===== config.mk =====
export PLATFORM = sky130hd
export DESIGN_NAME = reg_access_arb
export DESIGN_NICKNAME = d
export VERILOG_FILES = /design/src/rtl/gps_reg_pkg.sv /design/src/rtl/reg_cmd_parser.sv /design/src/rtl/reg_access_arb.sv
export SDC_FILE = /design/constraint.sdc
export NUM_CORES = 1
export LEC_CHECK = 0
export CAP_MARGIN = 20
export CORE_MARGIN = 1
export CORE_UTILIZATION = 30
export CTS_CLUSTER_DIAMETER = 40
export DETAILED_ROUTE_END_ITERATION = 8
export GPL_TIMING_DRIVEN = 0
export PLACE_DENSITY = 0.51
export REMOVE_ABC_BUFFERS = 1
export SYNTH_ARGS = -nofsm -noshare
export SYNTH_HDL_FRONTEND = slang
export SYNTH_SLANG_ARGS = --single-unit

===== constraint.sdc =====
create_clock -name clk_in -period 2.1 [get_ports clk_in]
set_input_delay 0.42 -clock clk_in [delete_from_list [all_inputs] [get_ports clk_in]]
set_output_delay 0.42 -clock clk_in [all_outputs]
set_load 0.05 [all_outputs]

===== src/rtl/gps_reg_pkg.sv =====
// gps_reg_pkg: shared widths, command record and state encodings for the register access path
package gps_reg_pkg;
    localparam int ADDR_W = 3;
    localparam int DATA_W = 8;
    localparam int CMD_READ_BIT = 7;
    localparam int ADDR_STATUS = 1;
    localparam int ADDR_ID = 7;
    localparam logic [7:0] ID_VALUE = 8'hBA;
    typedef struct packed {
        logic we;
        logic [ADDR_W-1:0] addr;
        logic [DATA_W-1:0] wdata;
    } cmd_t;
    typedef enum logic {P_IDLE, P_HAVE_ADDR} parse_t;
    typedef enum logic {W_LOCAL, W_UART} src_t;
    typedef enum logic [1:0] {T_EMPTY, T_FULL, T_SENT, T_BUSY} txs_t;
endpackage


===== src/rtl/reg_cmd_parser.sv =====
// reg_cmd_parser: turns the host byte stream into read/write commands, with an address-to-data timeout
module reg_cmd_parser
    import gps_reg_pkg::*;
#(
    parameter int CLKS_PER_BIT = 142,
    parameter int TIMEOUT_BYTES = 4
) (
    input  logic       clk_in,
    input  logic       rst_in,
    input  logic       rx_dv_in,
    input  logic [7:0] rx_byte_in,
    output logic       cmd_done,
    output cmd_t       cmd,
    output logic       timeout
);
    localparam int TMO = CLKS_PER_BIT * 10 * TIMEOUT_BYTES;
    localparam int CW = $clog2(TMO + 1);
    parse_t state, state_nx;
    logic [ADDR_W-1:0] addr_q;
    logic [CW-1:0] cnt;
    always_ff @(posedge clk_in) begin
        if (rst_in) begin
            state <= P_IDLE;
            addr_q <= '0;
            cnt <= '0;
        end else begin
            state <= state_nx;
            if (rx_dv_in && state == P_IDLE && !rx_byte_in[CMD_READ_BIT]) begin
                addr_q <= rx_byte_in[ADDR_W-1:0];
                cnt <= CW'(TMO);
            end else if (cnt != '0) begin
                cnt <= cnt - CW'(1);
            end
        end
    end
    // In P_HAVE_ADDR any byte is data, even with the read bit set
    always_comb begin
        state_nx = state;
        cmd_done = 1'b0;
        timeout = 1'b0;
        cmd = '0;
        if (state == P_IDLE) begin
            cmd.addr = rx_byte_in[ADDR_W-1:0];
            if (rx_dv_in) begin
                cmd_done = rx_byte_in[CMD_READ_BIT];
                state_nx = rx_byte_in[CMD_READ_BIT] ? P_IDLE : P_HAVE_ADDR;
            end
        end else begin
            cmd.we = 1'b1;
            cmd.addr = addr_q;
            cmd.wdata = rx_byte_in;
            if (rx_dv_in) begin
                cmd_done = 1'b1;
                state_nx = P_IDLE;
            end else if (cnt == '0) begin
                timeout = 1'b1;
                state_nx = P_IDLE;
            end
        end
    end
endmodule


===== src/rtl/reg_access_arb.sv =====
// reg_access_arb: round-robin register port arbiter between the UART host and a local requester,
// with a one-byte UART read response buffer and tx handshake
module reg_access_arb
    import gps_reg_pkg::*;
#(
    parameter int CLKS_PER_BIT = 142,
    parameter int TIMEOUT_BYTES = 4
) (
    input  logic              clk_in,
    input  logic              rst_in,
    input  logic              rx_dv_in,
    input  logic [7:0]        rx_byte_in,
    input  logic              tx_busy_in,
    output logic              tx_start_out,
    output logic [7:0]        tx_byte_out,
    input  logic              loc_req_in,
    input  logic              loc_we_in,
    input  logic [ADDR_W-1:0] loc_addr_in,
    input  logic [DATA_W-1:0] loc_wdata_in,
    output logic              loc_gnt_out,
    output logic              loc_rvalid_out,
    output logic [DATA_W-1:0] loc_rdata_out,
    output logic              reg_we_out,
    output logic              reg_re_out,
    output logic [ADDR_W-1:0] reg_addr_out,
    output logic [DATA_W-1:0] reg_wdata_out,
    input  logic [DATA_W-1:0] reg_rdata_in,
    output logic              proto_err_out
);
    cmd_t p_cmd, cmd_q;
    logic p_done, p_tmo, cmd_pending;
    src_t last_winner;
    txs_t ts, ts_nx;
    logic rd_uart, ret_v, ret_uart;
    logic [7:0] resp;
    logic uart_rd_busy, u_ok, pick_u, pick_l;

    reg_cmd_parser #(.CLKS_PER_BIT(CLKS_PER_BIT), .TIMEOUT_BYTES(TIMEOUT_BYTES)) u_parser (
        .clk_in(clk_in),
        .rst_in(rst_in),
        .rx_dv_in(rx_dv_in),
        .rx_byte_in(rx_byte_in),
        .cmd_done(p_done),
        .cmd(p_cmd),
        .timeout(p_tmo)
    );

    // A UART read in flight already owns the response buffer
    assign uart_rd_busy = ts != T_EMPTY || (reg_re_out && rd_uart) || (ret_v && ret_uart);
    assign u_ok = cmd_pending && (cmd_q.we || !uart_rd_busy);
    assign pick_u = !reg_re_out && u_ok && (!loc_req_in || last_winner == W_LOCAL);
    assign pick_l = !reg_re_out && loc_req_in && (!u_ok || last_winner == W_UART);
    assign tx_byte_out = resp;

    always_ff @(posedge clk_in) begin
        if (rst_in) begin
            reg_we_out <= 1'b0;
            reg_re_out <= 1'b0;
            reg_addr_out <= '0;
            reg_wdata_out <= '0;
            loc_gnt_out <= 1'b0;
            loc_rvalid_out <= 1'b0;
            loc_rdata_out <= '0;
            proto_err_out <= 1'b0;
            cmd_q <= '0;
            cmd_pending <= 1'b0;
            last_winner <= W_LOCAL;
            rd_uart <= 1'b0;
            ret_v <= 1'b0;
            ret_uart <= 1'b0;
            resp <= '0;
            ts <= T_EMPTY;
        end else begin
            reg_we_out <= pick_u ? cmd_q.we : pick_l && loc_we_in;
            reg_re_out <= pick_u ? !cmd_q.we : pick_l && !loc_we_in;
            reg_addr_out <= pick_u ? cmd_q.addr : pick_l ? loc_addr_in : '0;
            reg_wdata_out <= pick_u ? cmd_q.wdata : pick_l ? loc_wdata_in : '0;
            loc_gnt_out <= pick_l;
            rd_uart <= pick_u && !cmd_q.we;
            ret_v <= reg_re_out;
            ret_uart <= rd_uart;
            if (pick_u || pick_l)
                last_winner <= pick_u ? W_UART : W_LOCAL;
            // The pending slot is free again in the cycle its command is issued
            if (p_done && (!cmd_pending || pick_u)) begin
                cmd_q <= p_cmd;
                cmd_pending <= 1'b1;
            end else if (pick_u) begin
                cmd_pending <= 1'b0;
            end
            proto_err_out <= p_tmo || (p_done && cmd_pending && !pick_u);
            loc_rvalid_out <= ret_v && !ret_uart;
            if (ret_v && !ret_uart)
                loc_rdata_out <= reg_rdata_in;
            if (ret_v && ret_uart)
                resp <= reg_rdata_in;
            ts <= ts_nx;
        end
    end

    always_comb begin
        tx_start_out = ts == T_FULL && !tx_busy_in;
        ts_nx = (ts == T_EMPTY && ret_v && ret_uart) ? T_FULL :
                (ts == T_FULL && !tx_busy_in) ? T_SENT :
                (ts == T_SENT && tx_busy_in) ? T_BUSY :
                (ts == T_BUSY && !tx_busy_in) ? T_EMPTY : ts;
    end
endmodule


Yosys cells after proc, flatten, opt, wreduce, memory -nomap -nowiden
Index checks and enable logic that the tools add are counted.
Storage, ports and cells
  flip-flop bits (word level): 68
  word-level logic and storage cells: 108
Operators by class
  reductions and logical operators: 50
  add/sub/neg operators: 1
  bitwise gates (word level): 2
  multiplexer cells: 29
  equal/unequal tests: 3
Operators with widths (number)
  $mux 13: 2
  $mux 8: 3
  $logic_and 1x1->1: 21
  $mux 1: 18
  $logic_not 13->1: 1
  $reduce_bool 13->1: 1
  $sub 13x1->13 const B: 1
  $logic_not 1->1: 11
  $mux 3: 3
  $logic_or 1x1->1: 8
  $mux 2: 3
  $reduce_bool 2->1: 3
  $eq 2x2->1 const B: 2
  $reduce_bool 4->1: 1
  $reduce_or 2->1: 2
  $reduce_bool 3->1: 1
  $eq 2x1->1 const B: 1
  $logic_not 2->1: 1
  $not 1->1: 2

Longest topological paths before layout
Gate-level depths: netlist of run 1.
  depth after elaboration: 11
  depth in mapped cells: 6

Modules after synthesis
Synthesis of run 1 repeated with hierarchy kept, for this count alone.
Second synthesis, totals
  cell total of the unflattened synthesis: 300
  area total of the unflattened synthesis: 2730.1 sq um
By module, submodules not included
  reg_access_arb: cells each 190, seq. area each 1021.0 sq um, area each 1825.5 sq um, times used 1
  reg_cmd_parser: cells each 110, seq. area each 340.3 sq um, area each 904.6 sq um, times used 1

Worst setup path after synthesis of run 1
OpenSTA, ideal clock, no wires.
  path kind: register to output
  start point: reg ts[0]
  end point: out tx_start_out
  slack: 137 ps
  stages on the path, launching flop included: 3
  arrival: 1543 ps
  required time: 1680 ps
  cell sequence: dfxtp_1 > inv_1 > nor3_1
Between the ends
  cells in the longest elaborated chain, start to end: 2
RTL lines
  from (decl): RTL line reg_access_arb.sv:33  | txs_t ts, ts_nx;
  from (signal assigned): RTL line reg_access_arb.sv:97  | ts <= ts_nx;
  $eq 2x1->1: RTL line reg_access_arb.sv:102  | tx_start_out = ts == T_FULL && !tx_busy_in;
  $logic_and 1x1->1: RTL line reg_access_arb.sv:102
  to (decl): RTL line reg_access_arb.sv:14  | output logic tx_start_out,
No other way between the ends.

Worst setup path after layout of run 1
  start point: in tx_busy_in
  end point: out tx_start_out
Between the ends
  cells in the longest elaborated chain, start to end: 2
RTL lines
  from (decl): RTL line reg_access_arb.sv:13  | input logic tx_busy_in,
  $logic_not 1->1: RTL line reg_access_arb.sv:102
  $logic_and 1x1->1: RTL line reg_access_arb.sv:102
No other way between the ends.

==> results.json, run 1 <==
{
  "status": "finished with violations",
  "violations": "DRC",
  "overflow": 0,
  "cts_made_buffers": 9,
  "synth_top_area_share_pct": 48.7,
  "fmax_mhz": 497,
  "worst_ep_arrival_time_ns": 1.59,
  "max_cap_viol_count": 0,
  "cts_buffer_depth": 2,
  "cpLargestDelayFamily": "buffers and inverters",
  "drtIter0Drc": 107,
  "powerDensity_nw_per_um2": 997,
  "die_width_um": 98.5,
  "startpoint_type": "input port",
  "tightest_slew_ns": 0.807,
  "critPathKind": "in2out",
  "rr_endpoint": "cmd_q[0]",
  "start_util_pct": 31.4,
  "detail-route-antenna-nets": 0,
  "hold_path.class": "reg2reg",
  "routabilityCongestion": 0.808,
  "busiest_layer": "met2",
  "grt_util_met2_pct": 20.5,
  "ys_top_cells_by_area": "dfxtp_1 (49%), nand2_1 (7.7%), a21oi_1 (5.6%), mux2i_1 (4.3%), a22o_1 (3.4%)",
  "synth-adder-area-share_pct": 0.895,
  "syn2layout_area_growth_pct": 32.9,
  "grtUsageMet3_pct": 2.84,
  "power_mw": 3.70,
  "hold_end": "u_parser.addr_q[2]",
  "dieArea_um2": 9710,
  "synth-compound-area-share_pct": 18.6,
  "finalSetupViolations": 0,
  "synth-xor-area-share_pct": 0.313,
  "clock_latency_ns": 0.34,
  "synth_top_family_by_area": "simple AND/OR/NAND/NOR gates",
  "holdPathStages": 2,
  "p_leak_nw": 1.34,
  "core_um2": 8890,
  "cts_sinks": 68,
  "rsz0062_at_grt": "no",
  "cp_cell_sequence": "clkdlybuf4s50_1 > nor3_1 > dlygate4sd2_1",
  "synth_enable_flop_cells": 0,
  "drive_gt1_share_pct": 8.89,
  "vias_per_cell": 4.93,
  "yosysTopAreaCell": "dfxtp_1",
  "vias": 2361,
  "cts_setup_buffers": 0,
  "synth_commonest_cells": "dfxtp_1 (68), nand2_1 (57), a21oi_1 (31), mux2i_1 (12)",
  "crit_fanout": 3,
  "synth-seq-cells": 68,
  "hp-start": "u_parser.addr_q[2]",
  "synth-seq-area-share_pct": 48.7,
  "fin_nets": 401,
  "tritoncts": "built",
  "h-tree-depth": 3,
  "setup_ws_ns": 0.0882,
  "antenna_cells": 0,
  "ir_worst_vdd_uv": 391,
  "grt_pass1_wl_um": 10800,
  "slowest_delay_ns": 0.56,
  "netlist_instances": 308,
  "wire_per_inst_um": 13.8,
  "synthDistinctLibCells": 52,
  "ys_warn_count": 0,
  "timing.final.crit_share_pct": 95.8,
  "end_kind": "output port",
  "cp_slowest_cell": "dlygate4sd2_1",
  "r2r-start": "u_parser.state",
  "syn_area_per_cell_um2": 9.08,
  "portBuffers": 65,
  "hpwl_um": 4480,
  "finalHoldViolations": 0,
  "die_h_um": 98.5,
  "grt.total_usage_pct": 14.1,
  "worst-path-buf-inv": 2,
  "min_period_ns": 2.01,
  "clock_skew_ns": 0.00989,
  "syn-cell-area_um2": 2800,
  "antenna_found_initial": 0,
  "place_worst_setup_slack_ns": -0.407,
  "rr_worst_depth": 4,
  "grt_max_degree": 45,
  "grtUsageMet1_pct": 20.0,
  "drt_wl_total_um": 6610,
  "r2r_slack_ns": 0.19,
  "cts_root_buf": "clkbuf_8",
  "hold_buffers": 0,
  "critPathRequiredTime_ns": 1.68,
  "drc": 4,
  "max_slew_margin_pct": 46.2,
  "synthSimpleGateAreaFrac_pct": 21.6,
  "grt_pass1_vias": 2139,
  "async_flop_share_pct": 0,
  "synth_mux_area_share_pct": 5.51,
  "first_pass_iters": 6,
  "slew_viol_final": 0,
  "synthFlopType": "dfxtp_1",
  "clkTransAtPathRegs_ns": 0.07,
  "yosysMostFrequentCell": "dfxtp_1",
  "rows": 34,
  "io_pins": 66
}
area by class of cell:
class                           instances  area, um^2
Fill cell                             910        5170
Timing Repair Buffer                   66         654
Clock inverter                          6        63.8
Multi-Input combinational cell        211        1330
Clock buffer                           10         138
Tap cell                              108         135
Sequential cell                        68        1360
Inverter                               10        37.5
worst min-delay path, cell delays in order, from the launching register on:
cell,delay [ns]
dfxtp_1,0.31
nand2_1,0.05
a21oi_1,0.05
metrics by stage:
| stage | hold slack [ns] | utilization [%] | area, um^2 | setup TNS, ns | instances |
|---|---|---|---|---|---|
| after floorplan | 0.425 | - | 2710 | 0 | 289 |
| after global placement | 0.441 | 39.3 | 3490 | -40.28 | 462 |
| after detailed placement | 0.445 | 39.4 | 3500 | -4.94 | 463 |
| after CTS | 0.457 | 41.7 | 3710 | 0 | 479 |
| after global routing | 0.472 | 41.8 | 3720 | 0 | 479 |
| final | 0.455 | 41.8 | 3720 | 0 | 479 |
routing by layer:
| metal | share of wire (%) | vias to the layer above | wire, um |
|---|---|---|---|
| li1 | - | 1210 | - |
| met4 | 1.5 | 0 | 97 |
| met3 | 3.8 | 12 | 253 |
| met1 | 52 | 1092 | 3420 |
| met5 | 0 | - | 0 |
| met2 | 43 | 47 | 2840 |
where the power goes:
part           internal, mW  total (mW)  switching, mW
clock                 0.579        1.09          0.515
combinational         0.435       0.983          0.548
sequential             1.43        1.63          0.194
total                  2.45        3.70           1.26
cells by family after synthesis:
family                   after synthesis
AND/OR/NAND/NOR                      117
flip-flops                            68
multiplexers                          15
AO/OA/AOI/OAI                         76
adder cells (fa/ha/maj)                2
buffers and inverters                 29
XOR/XNOR                               1
placed cells by master, fill, tap and decap left out, drive strengths merged, types with 10 or more instances in the layout:
cell / instances
nand2: 57
nor2: 11
clkbuf: 10
a21oi: 32
dfxtp: 68
mux2i: 12
inv: 10
a22o: 11
clkdlybuf4s50: 62
timing repair:
action	CTS	global route
gates resized for setup	2	2
setup endpoints to repair	7	7
pin swaps	0	1
gates cloned	0	0
endpoints found under the hold margin	0	0
sequential cells by signal, indices dropped and copies added (netlist names), 2 cells and up:
signal and flops:
tx_byte_out 8, u_parser.addr_q 3, cmd_q 12, u_parser.cnt 13
reg_addr_out 3, loc_rdata_out 8, reg_wdata_out 8, ts 2
how the worst max path moves through the flow:
stage	slack [ns]	cells after the start	to	from
after floorplan	0.06	4	cmd_q[0]	reg_re_out
after global placement	-1.44	3	reg_addr_out[2]	rst_in
after detailed placement	-0.41	6	cmd_q[0]	loc_req_in
after CTS	0.03	1	reg_re_out	reg_re_out
after global routing	0.006	6	cmd_q[0]	loc_req_in
final	0.09	3	tx_start_out	tx_busy_in
Note: power is estimated with default switching activity, not from simulation.
==> run 2: changes to the inputs <==
CORE_MARGIN = 8   (was 1)
CORE_UTILIZATION = 35   (was 30)
PLACE_DENSITY = 0.58   (was 0.51)
==> results.json, run 2 (synthesized netlist as in run 1, its figures left out) <==
{
  "status": "complete, no violations",
  "startpoint_type": "flip-flop",
  "place_worst_setup_slack_ns": -0.366,
  "vias_per_cell": 5.02,
  "routabilityCongestion": 0.732,
  "drtIter0Drc": 112,
  "hold_buffers": 0,
  "setup_ws_ns": 0.181,
  "grtUsageMet3_pct": 4.26,
  "finalInstanceArea_um2": 3670,
  "die_width_um": 105,
  "slew_viol_final": 0,
  "clock_latency_ns": 0.34,
  "core_um2": 7730,
  "fill_cells": 761,
  "reg_top3": "u_parser.cnt (13), cmd_q (12)",
  "rr_worst_depth": 4,
  "finalHoldViolations": 0,
  "cp.depth": 1,
  "drive_gt1_share_pct": 9.12,
  "rsz0062_at_grt": "no",
  "antenna_cells": 0,
  "die_h_um": 105,
  "largest_reg_flops": 13,
  "holdPathStages": 2,
  "cts_made_buffers": 9,
  "cts_root_buf": "clkbuf_8",
  "start_util_pct": 36.2,
  "critPathRequiredTime_ns": 1.68,
  "slowest_delay_ns": 0.81,
  "top_register": "u_parser.cnt",
  "dieArea_um2": 11100,
  "grt_pass1_wl_um": 11300,
  "layout_commonest_cell": "dfxtp_1",
  "first_pass_iters": 4,
  "powerDensity_nw_per_um2": 956,
  "setup_tns_ns": 0,
  "cpLargestDelayFamily": "buffers and inverters",
  "detail-route-antenna-nets": 0,
  "hold_path.class": "reg2reg",
  "cp_slowest_cell": "clkdlybuf4s50_1",
  "drc": 0,
  "cts_sinks": 68,
  "antenna_found_initial": 0,
  "cp_cell_sequence": "clkdlybuf4s50_1",
  "grt.total_usage_pct": 12.3,
  "p_leak_nw": 1.33,
  "busiest_layer": "met2",
  "worst-path-buf-inv": 1,
  "fin_nets": 404,
  "max_slew_margin_pct": 47.6,
  "clock_skew_ns": 0.0140,
  "grt_pass1_vias": 2285,
  "rows": 32,
  "r2r_slack_ns": 0.32,
  "final_cell_mix": "dfxtp_1 (68), clkdlybuf4s50_1 (62), nand2_1 (57)",
  "io_pins": 66,
  "min_period_ns": 1.92,
  "grtUsageMet1_pct": 15.3,
  "tritoncts": "built",
  "hp-start": "u_parser.addr_q[2]",
  "grt_max_degree": 45,
  "power_mw": 3.51,
  "drt_wl_total_um": 6760,
  "max_cap_viol_count": 0,
  "hold_end": "u_parser.addr_q[2]",
  "end_kind": "output port",
  "r2r-start": "u_parser.state",
  "fmax_mhz": 521,
  "critPathKind": "reg2out",
  "grt_util_met2_pct": 19.2,
  "overflow": 0,
  "rr_endpoint": "u_parser.cnt[11]",
  "worst_ep_arrival_time_ns": 1.50,
  "portBuffers": 65,
  "tightest_slew_ns": 0.785,
  "cts_buffer_depth": 2,
  "hpwl_um": 4680,
  "timing.final.crit_share_pct": 91.4,
  "clkTransAtPathRegs_ns": 0.08,
  "vias": 2386,
  "h-tree-depth": 3,
  "finalSetupViolations": 0,
  "syn2layout_area_growth_pct": 31.2,
  "placed_cell_area_um2": 3490,
  "ir_worst_vdd_uv": 319,
  "crit_fanout": 2,
  "wire_per_inst_um": 14.2
}
==> run 2: cell count changes in the layout (fill, tap and decap cells not counted) <==
cell,change
clkinv_2,+1
bufinv_16,-1
clkbuf_8,-1
clkinv_4,-1
buf_2,+1
nor3_2,-1
nor3_1,+1
dlygate4sd2_1,-1
a21oi_2,+1
a21oi_4,-1
clkbuf_2,+1
buf_4,+2
clkbuf_1,+1
==> run 2: worst max-delay path by stage <==
| stage | startpoint | end | slack, ns |
|---|---|---|---|
| 3_3_place_gp | rst_in | reg_wdata_out[6] | -1.27 |
| 2_1_floorplan | reg_re_out | cmd_q[0] | 0.06 |
| 4_1_cts | reg_re_out | reg_re_out | 0.03 |
| 3_5_place_dp | loc_req_in | cmd_q[2] | -0.37 |
| 6_report | loc_rdata_out[6] | loc_rdata_out[6] | 0.18 |
| 5_1_grt | loc_req_in | reg_wdata_out[5] | 0.01 |
==> run 2: repair_timing <==
action,CTS,global route
pin swaps,0,1
buffers inserted,0,2
resized for setup,2,4
endpoints found under the setup margin,7,8
==> run 2: final cells by class <==
type                       count  area, um^2  share of cell area (%)
sequential                    68        1360                    37.1
multi-input combinational    211        1310                    35.8
timing repair buffer          69         671                    18.3
clock buffer                  10         128                    3.48
tap                          102         128                    3.48
inverter                      10        37.5                    1.02
clock inverter                 5        30.0                   0.819
==> run 2: per-layer routing <==
metal	wire length [um]	part of all wire, %
met1	3220	48
met5	0	0
met3	354	5.2
met2	3110	46
met4	66	0.98
==> run 2: metrics by stage <==
stage / hold WS, ns / cells / util [%]
2_1_floorplan: 0.425 / 289 / -
4_1_cts: 0.456 / 473 / 47.3
5_1_grt: 0.473 / 475 / 47.5
6_report: 0.454 / 475 / 47.5
3_3_place_gp: 0.440 / 456 / 45.1
3_5_place_dp: 0.447 / 458 / 45.2
==> run 2: power breakdown <==
part / internal (mW) / switching [mW]
registers: 1.43 / 0.198
clock network: 0.416 / 0.486
logic: 0.437 / 0.538
==> run 3: changes to the inputs <==
TNS_END_PERCENT = 50   (was not set)
==> results.json, run 3 (synthesized netlist as in run 1, its figures left out) <==
{
  "cts_buffer_depth": 2,
  "wire_per_inst_um": 14.2,
  "final_cell_mix": "dfxtp_1 (68), clkdlybuf4s50_1 (62), nand2_1 (57)",
  "drt_wl_total_um": 6760,
  "grt_max_degree": 45,
  "dieArea_um2": 11100,
  "critPathKind": "in2out",
  "end_kind": "output port",
  "setup_tns_ns": 0,
  "layout_commonest_cell": "dfxtp_1",
  "min_period_ns": 2.01,
  "status": "complete, no violations",
  "fmax_mhz": 498,
  "clock_power_share_pct": 25.7,
  "p_comb_share_pct": 27.8,
  "internal_power_mw": 2.29,
  "drc": 0,
  "grt.total_usage_pct": 12.3,
  "drive_gt1_share_pct": 8.85,
  "cts_made_buffers": 9,
  "first_pass_iters": 4,
  "hold_buffers": 0,
  "grt_pass1_wl_um": 11300,
  "start_util_pct": 36.2,
  "detail-route-antenna-nets": 0,
  "drtIter0Drc": 112,
  "vias_per_cell": 5.02,
  "critPathRequiredTime_ns": 1.68,
  "top_register": "u_parser.cnt",
  "tritoncts": "built",
  "startpoint_type": "input port",
  "vias": 2386,
  "antenna_cells": 0,
  "finalSetupViolations": 0,
  "powerDensity_nw_per_um2": 955,
  "grt_pass1_vias": 2285,
  "ir_worst_vdd_uv": 319,
  "portBuffers": 65,
  "seqPwrFrac_pct": 46.5,
  "hpwl_um": 4680,
  "syn2layout_area_growth_pct": 31.4,
  "overflow": 0,
  "hold_path.class": "reg2reg",
  "finalHoldViolations": 0,
  "max_slew_margin_pct": 47.6,
  "routabilityCongestion": 0.732,
  "crit_fanout": 3,
  "switching_power_mw": 1.22,
  "h-tree-depth": 3,
  "fin_nets": 404,
  "r2r_slack_ns": 0.32,
  "die_h_um": 105,
  "slew_viol_final": 0,
  "antenna_found_initial": 0,
  "p_sw_share_pct": 34.8,
  "clkTransAtPathRegs_ns": 0.06,
  "whs_ns": 0.454,
  "io_pins": 66,
  "rsz0062_at_grt": "yes",
  "core_um2": 7730,
  "dpl.cell_count": 458,
  "die_width_um": 105,
  "fin_util_pct": 47.5,
  "fill_cells": 761,
  "max_cap_viol_count": 0,
  "cts_root_buf": "clkbuf_8",
  "largest_reg_flops": 13,
  "p_leak_nw": 1.33,
  "clock_latency_ns": 0.34,
  "tightest_slew_ns": 0.785,
  "worst_ep_arrival_time_ns": 1.59,
  "layout.cells.non_filler": 475,
  "holdPathStages": 2,
  "clock_skew_ns": 0.0140,
  "rows": 32,
  "reg_top3": "u_parser.cnt (13), cmd_q (12)",
  "timing.final.crit_share_pct": 95.6,
  "rr_worst_depth": 4,
  "cts_sinks": 68
}
[run 3: cell types whose count changed in the layout (fill, tap and decap cells not counted), sizes merged]
| cell | before | now |
|---|---|---|
| clkdlybuf4s15 | 0 | 1 |
| clkbuf | 11 | 10 |
[run 3: repair_timing]
| action | 4_1_cts | 5_1_grt |
|---|---|---|
| gates cloned | 0 | 0 |
| endpoints found under the setup margin | 7 | 8 |
| buffers inserted | 0 | 2 |
| pin swaps | 0 | 1 |
| resized for setup | 2 | 2 |
[run 3: power groups by stage]
stage / combinational (mW) / sequential, mW / clock [mW]
finish: 0.975 / 1.63 / 0.901
global route: 1.08 / 1.66 / 0.991
CTS: 0.971 / 1.63 / 0.935
detailed placement: 0.957 / 1.66 / 0
global placement: 0.948 / 1.65 / 0
floorplan: 0.643 / 1.68 / 0
[run 3: through the flow]
stage	area [um^2]	setup slack, ns	total power, mW
2_1_floorplan	2710	0.0599	2.32
6_report	3670	0.0933	3.51
5_1_grt	3670	-0.0139	3.73
4_1_cts	3650	0.0293	3.54
3_3_place_gp	3490	-1.27	2.60
3_5_place_dp	3490	-0.366	2.61
[run 3: area by class of cell]
type,count,area [um^2],area share [%]
inverters,10,37.5,1.02
flip-flops and latches,68,1360,37.1
clock buffers,10,128,3.47
well taps,102,128,3.47
multi-input cells,211,1310,35.8
repair buffers,69,676,18.4
clock inverters,5,30.0,0.817
[run 3: worst paths after layout]
path / start / end
max: tx_busy_in / tx_start_out
min: u_parser.addr_q[2] / u_parser.addr_q[2]
max reg2reg: u_parser.state / u_parser.cnt[11]
min reg2reg: u_parser.addr_q[2] / u_parser.addr_q[2]
[run 3: routing by layer]
metal / GRT usage, % / vias up / wire length, um
li1: - / 1217 / -
met5: 0 / - / 0
met3: 4.26 / 6 / 352
met4: 4.28 / 0 / 66
met2: 19.2 / 47 / 3110
met1: 15.3 / 1116 / 3220
[run 3: critical path: stages]
cell and delay (ns):
clkdlybuf4s50_1 0.43, nor3_1 0.20, clkdlybuf4s15_1 0.54
